$ cat config.mk
export PLATFORM = sky130hd
export DESIGN_NAME = seg_scan_ctrl
export DESIGN_NICKNAME = d
export VERILOG_FILES = /design/src/rtl/seg_scan_ctrl_pkg.sv /design/src/rtl/Bublik_segment.sv /design/src/rtl/seg_scan_ctrl.sv
export SDC_FILE = /design/constraint.sdc
export NUM_CORES = 1
export LEC_CHECK = 0
export BUFFER_PORTS_ARGS = -buffer_cell sky130_fd_sc_hd__buf_2
export CAP_MARGIN = 20
export CORE_MARGIN = 5
export CORE_UTILIZATION = 35
export DETAILED_ROUTE_END_ITERATION = 12
export HOLD_SLACK_MARGIN = 0.1
export PLACE_DENSITY = 0.63
export SLEW_MARGIN = 30
export SYNTH_ARGS = -nofsm -noshare
export SYNTH_HDL_FRONTEND = slang
export SYNTH_SLANG_ARGS = --single-unit
$ cat constraint.sdc
create_clock -name clk -period 3.8 [get_ports clk]
set_input_delay 0.38 -clock clk [delete_from_list [all_inputs] [get_ports clk]]
set_output_delay 0.38 -clock clk [all_outputs]
set_load 0.02 [all_outputs]
$ cat src/rtl/seg_scan_ctrl_pkg.sv
// Shared types and constants for the seven-segment scan controller.
// Segment vectors are ordered abcdefg, with a in bit 6 and g in bit 0.
package seg_scan_ctrl_pkg;

    typedef enum logic [1:0] {
        ST_IDLE  = 2'd0,
        ST_SHOW  = 2'd1,
        ST_BLANK = 2'd2
    } state_e;

    localparam logic [6:0] SEG_OFF = 7'b0000000;

    // Glyphs 0-9, A, b, C, d, E, F in abcdefg order
    localparam logic [6:0] GLYPH [16] = '{
        7'b1111110, 7'b0110000, 7'b1101101, 7'b1111001,
        7'b0110011, 7'b1011011, 7'b1011111, 7'b1110000,
        7'b1111111, 7'b1111011, 7'b1110111, 7'b0011111,
        7'b1001110, 7'b0111101, 7'b1001111, 7'b1000111
    };

endpackage

$ cat src/rtl/Bublik_segment.sv
// Combinational hex nibble to seven-segment pattern decoder.
// Output is active-high, abcdefg order.
module Bublik_segment
    import seg_scan_ctrl_pkg::*;
(
    input  logic [3:0] hex_i,
    output logic [6:0] seg_o
);

    assign seg_o = GLYPH[hex_i];

endmodule

$ cat src/rtl/seg_scan_ctrl.sv
// Time-multiplexed scan controller for an N-digit seven-segment display.
// Display data is double-buffered and committed at frame boundaries.
module seg_scan_ctrl
    import seg_scan_ctrl_pkg::*;
#(
    parameter int NUM_DIGITS   = 4,
    parameter int PRESCALE     = 50000,
    parameter int BLANK_CYCLES = 500
) (
    input  logic                    clk,
    input  logic                    rst_n,
    input  logic                    enable,
    input  logic                    load,
    input  logic [4*NUM_DIGITS-1:0] digits_in,
    input  logic [NUM_DIGITS-1:0]   dp_in,
    input  logic [NUM_DIGITS-1:0]   blank_mask,
    output logic [NUM_DIGITS-1:0]   an,
    output logic [6:0]              seg,
    output logic                    dp,
    output logic                    frame_tick,
    output logic                    load_ack
);

    localparam int CW = $clog2(PRESCALE);
    localparam int IW = $clog2(NUM_DIGITS);
    localparam logic [CW-1:0] SHOW_LAST = CW'(PRESCALE - BLANK_CYCLES - 1);
    localparam logic [CW-1:0] SLOT_LAST = CW'(PRESCALE - 1);
    localparam logic [IW-1:0] IDX_LAST  = IW'(NUM_DIGITS - 1);

    state_e                  state_q, state_d;
    logic [IW-1:0]           idx_q, idx_d;
    logic [CW-1:0]           cnt_q, cnt_d;
    logic [4*NUM_DIGITS-1:0] act_dig_q, act_dig_d, pend_dig_q;
    logic [NUM_DIGITS-1:0]   act_dp_q, act_dp_d, pend_dp_q;
    logic                    pend_vld_q;
    logic                    frame_end, commit, show_d, tick_d;
    logic [3:0]              nib_d;
    logic [6:0]              dec_seg;
    logic [NUM_DIGITS-1:0]   an_q;
    logic [6:0]              seg_q;
    logic                    dp_q, tick_q, ack_q;

    // Next scan position; outputs are registered from this look-ahead
    always_comb begin
        state_d   = state_q;
        idx_d     = idx_q;
        cnt_d     = cnt_q;
        frame_end = 1'b0;
        unique case (state_q)
            ST_IDLE: begin
                if (enable) begin
                    state_d = ST_SHOW;
                    idx_d   = '0;
                    cnt_d   = '0;
                end
            end
            ST_SHOW: begin
                if (!enable) begin
                    state_d = ST_IDLE;
                    idx_d   = '0;
                    cnt_d   = '0;
                end else begin
                    cnt_d = cnt_q + CW'(1);
                    if (cnt_q == SHOW_LAST) state_d = ST_BLANK;
                end
            end
            ST_BLANK: begin
                if (!enable) begin
                    state_d = ST_IDLE;
                    idx_d   = '0;
                    cnt_d   = '0;
                end else if (cnt_q == SLOT_LAST) begin
                    state_d   = ST_SHOW;
                    cnt_d     = '0;
                    frame_end = (idx_q == IDX_LAST);
                    idx_d     = frame_end ? '0 : idx_q + IW'(1);
                end else begin
                    cnt_d = cnt_q + CW'(1);
                end
            end
            default: begin
                state_d = ST_IDLE;
                idx_d   = '0;
                cnt_d   = '0;
            end
        endcase
    end

    // Buffer swap and digit selection feeding the shared decoder
    always_comb begin
        commit   = pend_vld_q && ((state_q == ST_IDLE) || frame_end);
        act_dig_d = commit ? pend_dig_q : act_dig_q;
        act_dp_d  = commit ? pend_dp_q : act_dp_q;
        nib_d     = act_dig_d[{idx_d, 2'b00} +: 4];
        show_d    = (state_d == ST_SHOW) && !blank_mask[idx_d];
        tick_d    = (state_d == ST_BLANK) && (idx_d == IDX_LAST)
                    && (cnt_d == SLOT_LAST);
    end

    Bublik_segment u_dec (
        .hex_i (nib_d),
        .seg_o (dec_seg)
    );

    // Scan state, buffers and registered display outputs
    always_ff @(posedge clk) begin
        if (!rst_n) begin
            state_q    <= ST_IDLE;
            idx_q      <= '0;
            cnt_q      <= '0;
            act_dig_q  <= '0;
            act_dp_q   <= '0;
            pend_dig_q <= '0;
            pend_dp_q  <= '0;
            pend_vld_q <= 1'b0;
            an_q       <= '0;
            seg_q      <= SEG_OFF;
            dp_q       <= 1'b0;
            tick_q     <= 1'b0;
            ack_q      <= 1'b0;
        end else begin
            state_q   <= state_d;
            idx_q     <= idx_d;
            cnt_q     <= cnt_d;
            act_dig_q <= act_dig_d;
            act_dp_q  <= act_dp_d;
            if (load) begin
                pend_dig_q <= digits_in;
                pend_dp_q  <= dp_in;
                pend_vld_q <= 1'b1;
            end else if (commit) begin
                pend_vld_q <= 1'b0;
            end
            an_q   <= show_d ? (NUM_DIGITS'(1) << idx_d) : '0;
            seg_q  <= show_d ? dec_seg : SEG_OFF;
            dp_q   <= show_d && act_dp_d[idx_d];
            tick_q <= tick_d;
            ack_q  <= commit;
        end
    end

    assign an         = an_q;
    assign seg        = seg_q;
    assign dp         = dp_q;
    assign frame_tick = tick_q;
    assign load_ack   = ack_q;

endmodule

==> reports/summary.txt, run 1 <==
Fillers -> 1097
average cell area after synthesis -> 9.14 µm²
Final Non-Filler Cells -> 595
WP data required -> 4030 ps
sequential area share after synthesis -> 0.398
initial DRC count -> 172
total core area -> 0.0107 mm²
worst setup margin -> 411 ps
Total GRT Usage -> 0.136
yosys warns -> 0
fin crit share -> 0.892
PortBufs -> 41
DR vias -> 3046
P_int -> 1.25 mW
vias in the first global route -> 3002
Pre-antenna DRT Iters -> 5
clock network power share -> 0.423
Hold Crit Start -> blank_mask[0]
Worst Tran Pin Value -> 656 ps
Gate power share -> 0.087
Synth async-reset ratio -> 0
first-pass GRT wire length -> 14.3 mm
Post-synth top cells -> dfxtp_1 (75), nor2_1 (70), mux2i_1 (58), nand2_1 (28), a21oi_1 (17)
Max-slew headroom -> 0.559
post-CTS sizing -> 0
LEAKAGE -> 1.81 nW
GR Util met1 -> 0.171
Switching Share -> 0.254
worst skew pair latency -> 360 ps
worst setup path category -> register to register
FF+latch count, synth -> 75
initial core utilization -> 0.353
M3 GR Usage -> 0.0366
Hold WC Path Type -> input pin to register
CTS sink cnt -> 75
hold_buf cts -> 0
Post-CTS Setup Inserts -> 0
Area Growth Syn to Fin -> 14.9%
die area -> 0.0130 mm²
ant diodes -> 0
grt peak-use layer -> met2
root buf cell -> clkbuf_8
nature of the critical path startpoint -> register
register share of total power -> 0.490
crit path from -> cnt_q[0]$_SDFF_PN0_
Worst R2R Start -> cnt_q[0]$_SDFF_PN0_
Die Span Y -> 114 µm
CTS tree -> yes
vias per cell -> 5.12
critical path arrival -> 3620 ps
top cell type's share of synthesized area -> 0.398
# rows -> 38
outcome -> finished clean
Peak VDD IR -> 0.000263 V
syn_nets -> 450
flop2flop setup slack -> 410 ps
Final Hold Violating Endpoints -> 0
top-count cell post-synth -> dfxtp_1
DRC violations left -> 0
Synth Cell Area -> 0.00378 mm²
synthesized instance count -> 413
leading area contributor after synthesis -> dfxtp_1
Max-Cap Viols -> 0
routability cong. -> 0.853
Final min period -> 3390 ps
post-synthesis cell type count -> 66
Inst Count DP -> 579
initial antenna violation count -> 0
Final HPWL DP -> 5.99 mm
clock transition at the registers of the reported paths -> 80 ps
global routing usage on met2 -> 0.228
RSZ-0062 raised after global routing -> false
Die W -> 114 µm
Pwr Total -> 1.68 mW
FMAX -> 0.295 GHz
Synth area leaders -> dfxtp_1 (40%), mux2i_1 (15%), nor2_1 (7.0%)
Final Max Tran Viols -> 0
# H-tree levels -> 3
CTS Buffer Depth -> 2
Routed WL per cell -> 14.3 µm
grt total ovfl -> 0
share of cells above drive strength 1 -> 0.189
Post-synth EDFFs -> 0
Worst Path Max Fanout -> 9
WL final -> 8.49 mm
Total Nets Final -> 487
pre-CTS setup slack -> 433 ps
WHS -> 200 ps
Inserted Clock Buffers -> 9
clk_skew -> 11.8 ps
final setup violation count -> 0
Net Sw Power -> 426 µW
CP endpoint kind -> register
top_reg_cell synth -> dfxtp_1
P per Cell Area -> 386 mW/mm²
setup_tns -> 0 ps
I/O pin count -> 42
Routed Antenna Nets -> 0
largest net degree at the start of global routing -> 43
==> placed cells by master (no fill, tap or decap), types with 2 or more instances in the layout <==
master / count
a21oi_1: 17
a221oi_2: 2
a22oi_1: 2
a311oi_1: 3
and2_1: 5
and3_1: 4
buf_2: 41
buf_4: 8
bufinv_16: 2
clkbuf_8: 9
clkinv_4: 2
dfxtp_1: 75
ha_1: 9
inv_1: 12
inv_6: 2
mux2_2: 4
mux2i_1: 58
nand2_1: 28
nand2b_1: 2
nand3_1: 12
nand3b_1: 2
nand4_1: 6
nand4b_1: 2
nor2_1: 70
nor2b_1: 8
nor3_1: 4
nor4_1: 5
o21a_1: 2
o21ai_0: 14
o221a_1: 2
or3_1: 4
xnor2_1: 2
==> metrics by stage <==
stage	util	instance area, µm²
2_1_floorplan	-	3780
3_3_place_gp	0.384	4110
3_5_place_dp	0.384	4110
4_1_cts	0.405	4340
5_1_grt	0.405	4340
6_report	0.405	4340
==> cell families (layout without fill, tap and decap cells) <==
| family | count (synthesis) | in the layout | share of synthesized area |
|---|---|---|---|
| adders and majority gates | 9 | 9 | 0.0298 |
| buffers and inverters | 36 | 78 | 0.0424 |
| AOI/OAI and AO/OA | 62 | 62 | 0.123 |
| xor gates and xnor gates | 2 | 2 | 0.00464 |
| DFF | 75 | 75 | 0.398 |
| muxes | 64 | 64 | 0.175 |
| and+or+nand+nor | 165 | 165 | 0.227 |
==> cell type report <==
| class | instances | area [µm²] | area share |
|---|---|---|---|
| Tap cell | 140 | 175 | 0.0404 |
| Multi-Input combinational cell | 302 | 2110 | 0.487 |
| Clock inverter | 7 | 106 | 0.0245 |
| Timing Repair Buffer | 49 | 265 | 0.0611 |
| Inverter | 13 | 51.3 | 0.0118 |
| Clock buffer | 9 | 124 | 0.0286 |
| Sequential cell | 75 | 1500 | 0.346 |
==> layer usage <==
metal  wire (µm)  vias up
li1            -     1545
met1        3860     1427
met2        4200       65
met3         347        9
met4          85        0
met5           0        -
==> sequential cells by signal, indices dropped and copies added (netlist names) <==
signal and count:
act_dig_q 16, cnt_q 16, pend_dig_q 16, seg 7
act_dp_q 4, an 4, pend_dp_q 4, idx_q 2
state_q 2, dp 1, frame_tick 1, load_ack 1
pend_vld_q 1
==> power groups by stage <==
stage / sequential [mW] / clock, mW / combinational, mW
2_1_floorplan: 0.840 / 0 / 0.102
3_3_place_gp: 0.839 / 0 / 0.144
3_5_place_dp: 0.840 / 0 / 0.146
4_1_cts: 0.822 / 0.727 / 0.147
5_1_grt: 0.825 / 0.761 / 0.161
6_report: 0.821 / 0.709 / 0.146
==> worst max-delay path: stages (launching register included) <==
cell and delay, ps:
dfxtp_1 400, ha_1 300, and3b_1 250, nand4_4 180, mux2_2 350, a31oi_4 320, mux2_2 370, o21ai_1 330
inv_1 160, ha_1 330, mux2i_1 70, mux2i_1 150, nor2_1 50
==> final timing paths <==
kind,cells after the start,end
hold / removal,2,an[0]$_SDFF_PP0_
setup / recovery,12,seg[3]$_SDFF_PP0_
hold reg to reg,2,pend_vld_q$_SDFFE_PN0P_
setup reg to reg,12,seg[3]$_SDFF_PP0_
Note: power is estimated with default switching activity, not from simulation.
==> run 2: changes to the inputs <==
==> constraint.sdc (replaced) <==
create_clock -name clk -period 3.8 [get_ports clk]
set_input_delay 0.57 -clock clk [delete_from_list [all_inputs] [get_ports clk]]
set_output_delay 0.57 -clock clk [all_outputs]
set_load 0.02 [all_outputs]
==> run 2 against run 1 <==
Effect of this change:
- worst setup slack better by 76 ps
- power fell by 4.8%
- non-clock buffer count fell by 1
- global-route usage about the same
- count of clock-buffer cells in the layout rose by 1
- largest power group unchanged
==> reports/summary.txt, run 2 (same netlist as run 1, synthesis figures left out) <==
Inst Count DP -> 578
vias per cell -> 5.08
ant diodes -> 0
routability cong. -> 0.789
first-pass GRT wire length -> 14.1 mm
FMAX -> 0.302 GHz
Routed met2 length -> 4.07 mm
clock transition at the registers of the reported paths -> 80 ps
vias in the first global route -> 2979
met3 routed WL -> 337 µm
outcome -> finished clean
WP data required -> 4030 ps
LEAKAGE -> 1.79 nW
Total Nets Final -> 486
Critical Path Slowest Stage Cell -> dfxtp_1
nature of the critical path startpoint -> register
initial core utilization -> 0.353
PortBufs -> 41
Max-Cap Viols -> 0
Pre-antenna DRT Iters -> 4
hold_buf cts -> 0
share of cells above drive strength 1 -> 0.185
WHS -> 403 ps
Final HPWL DP -> 6.01 mm
P per Cell Area -> 371 mW/mm²
Post-CTS Setup Inserts -> 0
Crit path largest cell delay -> 400 ps
critical path arrival -> 3550 ps
Post-DP Area -> 0.00410 mm²
total core area -> 0.0107 mm²
RSZ-0062 raised after global routing -> false
Routed Antenna Nets -> 0
# rows -> 38
Routed WL per cell -> 14.1 µm
CTS sink cnt -> 75
CTS tree -> yes
final setup violation count -> 0
cells along the critical path -> ha_1, and3b_1, nand4_4, mux2_2, a31oi_4, buf_4, mux2i_1, nand2_1, o21ai_1, inv_1, ha_1, mux2i_1, mux2i_1, nor2_1
die area -> 0.0130 mm²
I/O pin count -> 42
Worst Path Max Fanout -> 14
Final Max Tran Viols -> 0
Finished Cell Area -> 0.00430 mm²
Peak VDD IR -> 0.000262 V
Worst Path Buf+Inv -> 2
post-CTS sizing -> 0
fin crit share -> 0.872
clk_skew -> 15.3 ps
WL final -> 8.35 mm
initial antenna violation count -> 0
Final Hold Violating Endpoints -> 0
most frequent CP cell -> mux2i_1
DR top layer -> met4
commonest non-fill, non-tap cell in the layout -> dfxtp_1
Largest regs -> act_dig_q: 16 flops, cnt_q: 16 flops, pend_dig_q: 16 flops
# H-tree levels -> 3
Hold WC Path Type -> input pin to register
worst setup path category -> register to register
Max-slew headroom -> 0.577
Final Non-Filler Cells -> 594
met1 wire length -> 3.83 mm
CP endpoint kind -> register
critical path's top delay family -> multiplexers
CTS Buffer Depth -> 2
largest net degree at the start of global routing -> 43
DR vias -> 3020
worst skew pair latency -> 360 ps
Inserted Clock Buffers -> 9
DRC violations left -> 0
Total GRT Usage -> 0.135
setup_tns -> 0 ps
Final min period -> 3310 ps
most frequent cells in the layout -> dfxtp_1 (75), nor2_1 (70), mux2i_1 (58), buf_2 (41), nand2_1 (28)
Die Span Y -> 114 µm
initial DRC count -> 163
Area Growth Syn to Fin -> 13.9%
Worst Tran Pin Value -> 634 ps
root buf cell -> clkbuf_8
grt total ovfl -> 0
Die W -> 114 µm
[run 2: cell count changes in the layout (fill, tap and decap cells not counted)]
cell,delta
buf_4,-1
bufinv_16,-1
clkbuf_1,+1
clkinv_2,+1
clkinv_4,-2
clkinvlp_4,+1
[run 2: routing by layer]
layer,GRT usage,vias up
li1,-,1538
met1,0.171,1425
met2,0.225,47
met3,0.0393,10
met4,0.0388,0
met5,0,-
[run 2: power by group]
group          total [mW]  internal (mW)  switching (mW)
sequential          0.821          0.809          0.0124
combinational       0.146         0.0613          0.0844
clock               0.629          0.312           0.317
[run 2: cell type report]
type	count	area, µm²
fillers	1100	6400
multi-input cells	302	2110
flip-flops and latches	75	1500
repair buffers	48	258
well taps	140	175
clock buffers	10	128
clock inverters	6	71.3
inverters	13	51.3
[run 2: path summary, 6_finish.rpt]
path	to	from	depth (start not counted)	slack [ps]
min	an[0]$_SDFF_PP0_	blank_mask[0]	2	400
max reg2reg	seg[3]$_SDFF_PP0_	cnt_q[1]$_SDFF_PN0_	14	490
max	seg[3]$_SDFF_PP0_	cnt_q[1]$_SDFF_PN0_	14	490
min reg2reg	act_dig_q[7]$_SDFF_PN0_	act_dig_q[7]$_SDFF_PN0_	2	500
[run 2: through the flow]
step | worst slack (ps) | util | total power, mW
floorplan | 790 | - | 0.942
global placement | 637 | 0.383 | 0.983
detailed placement | 508 | 0.383 | 0.986
CTS | 489 | 0.402 | 1.61
global route | 188 | 0.402 | 1.67
finish | 487 | 0.402 | 1.60
[run 2: worst reg2reg max path: stages (launching register included)]
cell and delay [ps]:
dfxtp_1 400, ha_1 320, and3b_1 240, nand4_4 190, mux2_2 350, a31oi_4 190, buf_4 230, mux2i_1 200
nand2_1 60, o21ai_1 220, inv_1 180, ha_1 340, mux2i_1 70, mux2i_1 140, nor2_1 50
==> run 3: changes to the inputs <==
ABC_AREA = 1   (was unset)
CTS_CLUSTER_SIZE = 16   (was unset)
==> run 3 against run 2 <==
Effect of this change:
- worst setup slack gained 220 ps
- register-to-register slack gained 220 ps
- non-clock buffer count shrank 5
- first-iteration DRC count grew 29%
- synthesized cell count grew 35%
- highest routed layer unchanged
- via count grew 20%
- clock skew grew 1.1 ps
- combinational power grew 18%
==> reports/summary.txt, run 3 <==
vias in the first global route -> 3480
Largest regs -> act_dig_q: 16 flops, cnt_q: 16 flops, pend_dig_q: 16 flops
DRC violations left -> 0
Hold Crit Start -> dp_in[0]
cells along the critical path -> ha_1, nand3_1, nor2_4, nand3_2, nand2_2, nand2_2, o21ai_0, nand2_1, nand3_1, nand2_1, inv_1, ha_1, nand3_1, o21ai_1, nor2_1
Synth Cell Area -> 0.00378 mm²
Die W -> 114 µm
Total GRT Usage -> 0.147
routability cong. -> 0.902
clock transition at the registers of the reported paths -> 80 ps
critical path arrival -> 3340 ps
Pre-antenna DRT Iters -> 6
Crit path largest cell delay -> 400 ps
commonest non-fill, non-tap cell in the layout -> nand2_1
Fillers -> 1161
CP endpoint kind -> register
yosys warns -> 0
total core area -> 0.0107 mm²
Post-synth top cells -> nand2_1 (113), nor2_1 (94), dfxtp_1 (75), inv_1 (64), nand3_1 (49)
most frequent cells in the layout -> nand2_1 (113), nor2_1 (94), dfxtp_1 (75), inv_1 (64), nand3_1 (49)
Routed Antenna Nets -> 0
flop2flop setup slack -> 700 ps
Worst Reg-to-Reg Cells -> 15
average cell area after synthesis -> 6.76 µm²
worst setup path category -> register to register
final setup violation count -> 0
worst setup margin -> 703 ps
pre-CTS setup slack -> 744 ps
# rows -> 38
Peak VDD IR -> 0.000179 V
# H-tree levels -> 3
Routed WL per cell -> 12.7 µm
Final Max Tran Viols -> 0
Hold WC Path Type -> input pin to register
Max-Cap Viols -> 0
share of cells above drive strength 1 -> 0.145
worst skew pair latency -> 350 ps
Synth area leaders -> dfxtp_1 (40%), nand2_1 (11%), nor2_1 (9.3%)
top_reg_cell synth -> dfxtp_1
end of the worst hold path -> pend_dp_q[0]$_SDFFE_PN0P_
FF+latch count, synth -> 75
PortBufs -> 41
fin crit share -> 0.815
Final HPWL DP -> 6.89 mm
syn_nets -> 596
LEAKAGE -> 1.89 nW
top-count cell post-synth -> nand2_1
Post-CTS Setup Inserts -> 0
area occupied by multi-input gates -> 0.00191 mm²
initial antenna violation count -> 0
Worst Path Max Fanout -> 32
CTS tree -> yes
initial core utilization -> 0.353
clk_skew -> 16.4 ps
hold_buf cts -> 0
setup_tns -> 0 ps
Total Nets Final -> 630
Worst Path Buf+Inv -> 1
WP data required -> 4040 ps
Final Hold Violating Endpoints -> 0
hold path cells -> 3
post-synthesis cell type count -> 32
synthesized instance count -> 559
P per Cell Area -> 381 mW/mm²
Die Span Y -> 114 µm
first-pass GRT wire length -> 15.6 mm
WHS -> 444 ps
Critical Path Slowest Stage Cell -> o21ai_0
Area Growth Syn to Fin -> 12.5%
I/O pin count -> 42
most frequent CP cell -> nand3_1
Worst R2R End -> seg[0]$_SDFF_PP0_
Synth async-reset ratio -> 0
post-CTS sizing -> 0
die area -> 0.0130 mm²
RSZ-0062 raised after global routing -> false
grt total ovfl -> 0
Final min period -> 3100 ps
vias per cell -> 4.89
DR vias -> 3611
Max-slew headroom -> 0.483
Worst Tran Pin Value -> 775 ps
ant diodes -> 0
WL final -> 9.36 mm
Post-synth EDFFs -> 0
register area -> 0.00150 mm²
initial DRC count -> 211
CTS sink cnt -> 75
CTS Buffer Depth -> 2
Worst R2R Start -> cnt_q[1]$_SDFF_PN0_
critical path's top delay family -> simple AND/OR/NAND/NOR gates
root buf cell -> clkbuf_8
outcome -> finished clean
FMAX -> 0.323 GHz
leading area contributor after synthesis -> dfxtp_1
sequential area share after synthesis -> 0.397
nature of the critical path startpoint -> register
Inserted Clock Buffers -> 9
largest net degree at the start of global routing -> 39
top cell type's share of synthesized area -> 0.397
==> run 3: cell types whose count changed after synthesis, moves of 8 or more <==
cell | previous run | this run
nand3_1 | 12 | 49
nor2b_1 | 8 | 0
a21oi_1 | 17 | 30
o21ai_0 | 14 | 43
inv_1 | 12 | 64
mux2i_1 | 58 | 0
nand2_2 | 0 | 11
nand2_1 | 28 | 113
nor2_1 | 70 | 94
==> run 3: cell type report <==
type	instances	share of cell area
Multi-Input combinational cell	396	0.448
Sequential cell	75	0.353
Inverter	68	0.0600
Timing Repair Buffer	43	0.0518
Tap cell	140	0.0412
Clock buffer	12	0.0341
Clock inverter	4	0.0118
==> run 3: cells by family (layout without fill, tap and decap cells) <==
| kind of cell | after synthesis | count (layout) | synth area share |
|---|---|---|---|
| xor+xnor | 2 | 2 | 0.00464 |
| buf+inv | 88 | 127 | 0.0983 |
| flops | 75 | 75 | 0.397 |
| simple gates | 293 | 293 | 0.336 |
| fa+ha+maj | 9 | 9 | 0.0298 |
| compound gates | 90 | 90 | 0.128 |
| mux | 2 | 2 | 0.00596 |
==> run 3: how the worst max path moves through the flow <==
stage | startpoint | end | slack (ps) | cells after the start
after floorplan | cnt_q[0]$_SDFF_PN0_ | seg[2]$_SDFF_PP0_ | 1400 | 18
after global routing | cnt_q[1]$_SDFF_PN0_ | seg[0]$_SDFF_PP0_ | 330 | 15
after detailed placement | enable | seg[2]$_SDFF_PP0_ | 740 | 17
after CTS | cnt_q[0]$_SDFF_PN0_ | seg[0]$_SDFF_PP0_ | 710 | 15
after global placement | enable | seg[3]$_SDFF_PP0_ | 830 | 14
final | cnt_q[1]$_SDFF_PN0_ | seg[0]$_SDFF_PP0_ | 700 | 15
==> run 3: power by group <==
part	total, mW	leakage [nW]	switching [mW]	internal (mW)
Sequential	0.831	0.613	0.0149	0.816
Combinational	0.172	1.18	0.114	0.0577
Clock	0.616	0.0926	0.295	0.321
==> run 3: routing by layer <==
layer	global-route usage	up-vias	wire, µm
li1	-	1847	-
met1	0.186	1624	4310
met2	0.243	116	4290
met3	0.0302	24	557
met4	0.0594	0	209
met5	0	-	0
==> run 3: worst register-to-register path, cell delays in order (launching register included) <==
cell and delay [ps]:
dfxtp_1 370, ha_1 240, nand3_1 170, nor2_4 200, nand3_2 110, nand2_2 200
nand2_2 370, o21ai_0 400, nand2_1 90, nand3_1 90, nand2_1 140, inv_1 160
ha_1 170, nand3_1 100, o21ai_1 130, nor2_1 60
==> run 3: through the flow <==
step	cells	cell area, µm²	utilization	power [mW]
finish	738	4250	0.398	1.62
global route	738	4250	0.398	1.70
CTS	738	4250	0.398	1.64
detailed placement	722	4060	0.379	1.02
global placement	722	4060	0.379	1.02
floorplan	559	3780	-	0.969
